<file path="src/rtl/addsub_accumulate_controller.sv">
// Dot-product row accumulator: folds LENGTH signed add/sub operands into a
// running sum through one shared adder/subtractor, then presents the sum and
// a sticky overflow flag on a valid/ready output.

`ifndef BIT_WIDTH
`define BIT_WIDTH 16
`endif

// Combinational two's-complement adder/subtractor with signed overflow flag.
module signed_adder_subtractor #(
    parameter int BIT_WIDTH = `BIT_WIDTH
) (
    input  logic [BIT_WIDTH-1:0] a,
    input  logic [BIT_WIDTH-1:0] b,
    input  logic                 operation,
    output logic [BIT_WIDTH-1:0] result,
    output logic                 overflow
);
    // Subtract flips the sign test on b; overflow when result sign departs
    // from a while the effective operand signs agree.
    always_comb begin
        result   = operation ? (a - b) : (a + b);
        overflow = operation
                 ? ((a[BIT_WIDTH-1] != b[BIT_WIDTH-1]) && (result[BIT_WIDTH-1] != a[BIT_WIDTH-1]))
                 : ((a[BIT_WIDTH-1] == b[BIT_WIDTH-1]) && (result[BIT_WIDTH-1] != a[BIT_WIDTH-1]));
    end
endmodule

module addsub_accumulate_controller #(
    parameter int BIT_WIDTH   = `BIT_WIDTH,
    parameter int LENGTH      = 4,
    parameter int COUNT_WIDTH = 2
) (
    input  logic                 clk,
    input  logic                 rst,
    input  logic                 start,
    output logic                 busy,
    input  logic                 in_valid,
    output logic                 in_ready,
    input  logic [BIT_WIDTH-1:0] in_data,
    input  logic                 in_op,
    output logic                 out_valid,
    input  logic                 out_ready,
    output logic [BIT_WIDTH-1:0] out_result,
    output logic                 out_overflow
);
    typedef enum logic [1:0] {IDLE, RUN, DONE} state_t;

    localparam logic [COUNT_WIDTH-1:0] LAST = COUNT_WIDTH'(LENGTH - 1);

    state_t                 state, state_nxt;
    logic [BIT_WIDTH-1:0]   acc;
    logic [COUNT_WIDTH-1:0] count;
    logic                   ovf;
    logic [BIT_WIDTH-1:0]   sum;
    logic                   sum_ovf;
    logic                   accept;

    signed_adder_subtractor #(.BIT_WIDTH(BIT_WIDTH)) u_addsub (
        .a         (acc),
        .b         (in_data),
        .operation (in_op),
        .result    (sum),
        .overflow  (sum_ovf)
    );

    assign accept = in_valid && in_ready;

    // Next state and handshake outputs; all outputs derive from state only.
    always_comb begin
        state_nxt = state;
        busy      = 1'b0;
        in_ready  = 1'b0;
        out_valid = 1'b0;
        case (state)
            IDLE: begin
                if (start) state_nxt = RUN;
            end
            RUN: begin
                busy     = 1'b1;
                in_ready = 1'b1;
                if (in_valid && count == LAST) state_nxt = DONE;
            end
            DONE: begin
                busy      = 1'b1;
                out_valid = 1'b1;
                if (out_ready) state_nxt = IDLE;
            end
            default: state_nxt = IDLE;
        endcase
    end

    // State and datapath registers; acc survives into IDLE until next start.
    always_ff @(posedge clk or posedge rst) begin
        if (rst) begin
            state <= IDLE;
            acc   <= '0;
            count <= '0;
            ovf   <= 1'b0;
        end else begin
            state <= state_nxt;
            if (state == IDLE && start) begin
                acc   <= '0;
                count <= '0;
                ovf   <= 1'b0;
            end else if (accept) begin
                acc   <= sum;
                ovf   <= ovf | sum_ovf;
                count <= (count == LAST) ? '0 : count + 1'b1;
            end
        end
    end

    assign out_result   = acc;
    assign out_overflow = ovf;
endmodule

</file>
<file path="config.mk">
export PLATFORM = sky130hd
export DESIGN_NAME = addsub_accumulate_controller
export DESIGN_NICKNAME = d
export VERILOG_FILES = /design/src/rtl/addsub_accumulate_controller.sv
export SDC_FILE = /design/constraint.sdc
export NUM_CORES = 1
export LEC_CHECK = 0
export BUFFER_PORTS_ARGS = -buffer_cell sky130_fd_sc_hd__buf_2
export CORE_MARGIN = 3
export CORE_UTILIZATION = 50
export DETAILED_ROUTE_END_ITERATION = 7
export PLACE_DENSITY = 0.77
export SLEW_MARGIN = 20
export SYNTH_ARGS = -nofsm -noshare
export SYNTH_HDL_FRONTEND = slang
export SYNTH_SLANG_ARGS = --single-unit
export TNS_END_PERCENT = 10
</file>
<file path="constraint.sdc">
create_clock -name clk -period 2.5 [get_ports clk]
set_clock_uncertainty 0.15 [all_clocks]
set_input_delay 0.125 -clock clk [delete_from_list [all_inputs] [get_ports clk]]
set_output_delay 0.125 -clock clk [all_outputs]
set_load 0.02 [all_outputs]
</file>
==> results_dict.tcl <==
set metrics [dict create \
    status "finished, violations left" \
    violations "setup timing" \
    syn_to_final_growth_pct 47.5 \
    row_count 21 \
    worst_pin_slew_ps 829 \
    crit_path_end_kind "flop" \
    vias 2160 \
    synthTopCellsByArea "dfrtp_1 27%, ha_1 14%, xnor2_1 10%, nand2_1 4.9%, a21oi_1 3.9%" \
    crit_arrival_ps 2980 \
    p_int_mw 1.57 \
    synth-seq-area-share 0.272 \
    drc 0 \
    syn_area_sq_mm 0.00193 \
    fill_cells 223 \
    path_class "in -> reg" \
    maxCapViolCount 0 \
    synth_top_flop_cell "dfrtp_1" \
    slew_viol_final 0 \
    overflow 0 \
    synth_edf_count 0 \
    cts.htree.levels 1 \
    numPortBuffers 41 \
    antenna_found_initial 0 \
    leakagePower_nw 1.47 \
    finalSetupTns_ps -2620 \
    ys_warn_count 0 \
    worstPathMaxFanout 4 \
    via_per_inst 5.57 \
    tritoncts "done" \
    rsz0062_at_grt "true" \
    yosysTopAreaCellShare 0.272 \
    syn-num-nets 277 \
    nets 387 \
    yosysUniqueCellTypes 44 \
    grt_max_degree 22 \
    dp_hpwl_mm 4.22 \
    dieArea_sq_mm 0.00465 \
    setup_slack_ps -430 \
    synth_top_cell_by_area "dfrtp_1" \
    ant_nets 0 \
    cp-start-kind "input pin" \
    ioPinCount 42 \
    clkLatencyLatePin_ps 270 \
    max_freq_mhz 341 \
    core-area_sq_mm 0.00352 \
    grt_pass1_vias 2049 \
    wl_per_cell_microns 15.7 \
    period_share 1.17 \
    p_sw_frac 0.464 \
    wl_mm 6.07 \
    die_w_microns 68.2 \
    yosys.cell_count.top_type "nand2_1" \
    finalSetupViolations 8 \
    dr.pass1.iters 4 \
    cts_made_buffers 3 \
    p_switching_mw 1.37 \
    grt_usage 0.254 \
    finalHoldViolCount 0 \
    synthTopCellsByCount "25 x nand2_1, 22 x xnor2_1, 21 x dfrtp_1, 21 x ha_1, 20 x nor2_1" \
    power_frac_clock 0.079 \
    clkTransAtPathRegs_ps 80 \
    seq_power_share 0.200 \
    diodes 0 \
    clockBufferDepth 2 \
    async_flop_share 1.00 \
    cp.required_ps 2550 \
    grt_pass1_wl_mm 8.94 \
    drive_gt1_frac 0.406 \
    cts.sinks 21 \
    fin_crit_ps 2930 \
    ys_ff_latch 21 \
    hold_path_class "in -> reg" \
    netlist_instances 233 \
    comb_power_share 0.721 \
    synth.avg_cell_area_sq_um 8.30 \
    initial_core_util 0.549 \
    root_buffer "clkbuf_8" \
    wl_met2_mm 3.13 \
    fin_hold_ws_ps 68.3 \
    power_mw 2.94 \
    final_util 0.810 \
    initialDrtViolationCount 148 \
    power_density_mw_per_mm2 1030 \
    gp_congestion 0.875 \
    relSlewSlack 0.447 \
    irDropWorstVdd_v 0.000707 \
    die_y_microns 68.2 \
    dr.max_layer_used "met4" \
    dr_wl_met3_microns 324 \
    drt-met1-wl_mm 2.49 \
]
-- area by class of cell --
type	count	area (sq um)	area share
clock buffers	4	45.0	0.0158
repair buffers	111	746	0.261
inverters	16	60.1	0.0211
multi-input cells	190	1420	0.497
well taps	46	57.6	0.0202
flip-flops and latches	21	526	0.184
-- registers in the layout, summed over array words and instances, names as in the netlist --
register	count
out_result	16
count	2
state	2
out_overflow	1
-- cell families (layout without fill, tap and decap cells) --
logic type | Yosys count | count (layout) | synth area share
compound gates | 69 | 69 | 0.230
xor+xnor | 27 | 27 | 0.122
fa+ha+maj | 22 | 22 | 0.146
buf+inv | 22 | 131 | 0.0427
flops | 21 | 21 | 0.272
mux | 2 | 2 | 0.0110
simple gates | 70 | 70 | 0.177
-- final timing paths --
kind	endpoint	start	slack, ps	cells past startpoint
min in group asynchronous	out_result[13]$_DFFE_PP0P_	rst	410	3
worst min register to register	count[0]$_DFFE_PP0P_	count[0]$_DFFE_PP0P_	350	1
max in group asynchronous	out_result[14]$_DFFE_PP0P_	rst	1270	3
worst min-delay path	out_overflow$_DFFE_PP0P_	start	70	3
worst max-delay path	out_overflow$_DFFE_PP0P_	in_data[3]	-430	13
worst max register to register	out_overflow$_DFFE_PP0P_	out_result[1]$_DFFE_PP0P_	-10	8
-- timing repair --
action	in CTS	in global routing
hold buffers	1	0
setup endpoints to repair	8	10
gates resized for setup	8	18
hold endpoints to repair	21	0
pin swaps	3	18
setup buffers	0	5
-- through the flow --
stage	setup WS [ps]	instance area (sq um)	instances
after floorplan	-371	1940	233
after global placement	-564	2660	378
after detailed placement	-622	2660	378
after CTS	-309	2740	383
after global routing	-563	2850	388
final	-430	2850	388
-- critical path: stages --
cell and delay (ps):
buf_6 90, or4_4 570, nor4_4 300, a31oi_2 150, xnor2_1 160, ha_1 360
a21oi_2 170, nand2_1 80, a21oi_2 180, o21ai_2 80, or3_1 370, a211oi_2 190
o21a_1 140
-- metal layers --
metal,track usage,vias to the layer above
li1,-,1038
met1,0.297,1040
met2,0.448,68
met3,0.0493,14
met4,0.109,0
met5,0,-
-- placed cells by master (no fill, tap or decap), types with 5 or more instances in the layout --
master,instances
a21o_1,7
nand2_1,24
inv_1,15
a21oi_1,8
nor2_1,19
o21ai_1,6
xor2_1,5
buf_2,39
buf_4,69
dfrtp_1,21
nor3_1,5
o21ai_0,13
ha_1,21
a21oi_2,7
xnor2_1,22
-- power by group through the flow --
stage          registers, mW  clock network, mW  logic (mW)
2_1_floorplan          0.718                  0        1.00
3_3_place_gp           0.589                  0        1.85
3_5_place_dp           0.594                  0        1.89
4_1_cts                0.588              0.236        1.94
5_1_grt                0.607              0.254        2.30
6_report               0.588              0.231        2.12
Power figures use the tool's default switching activity.
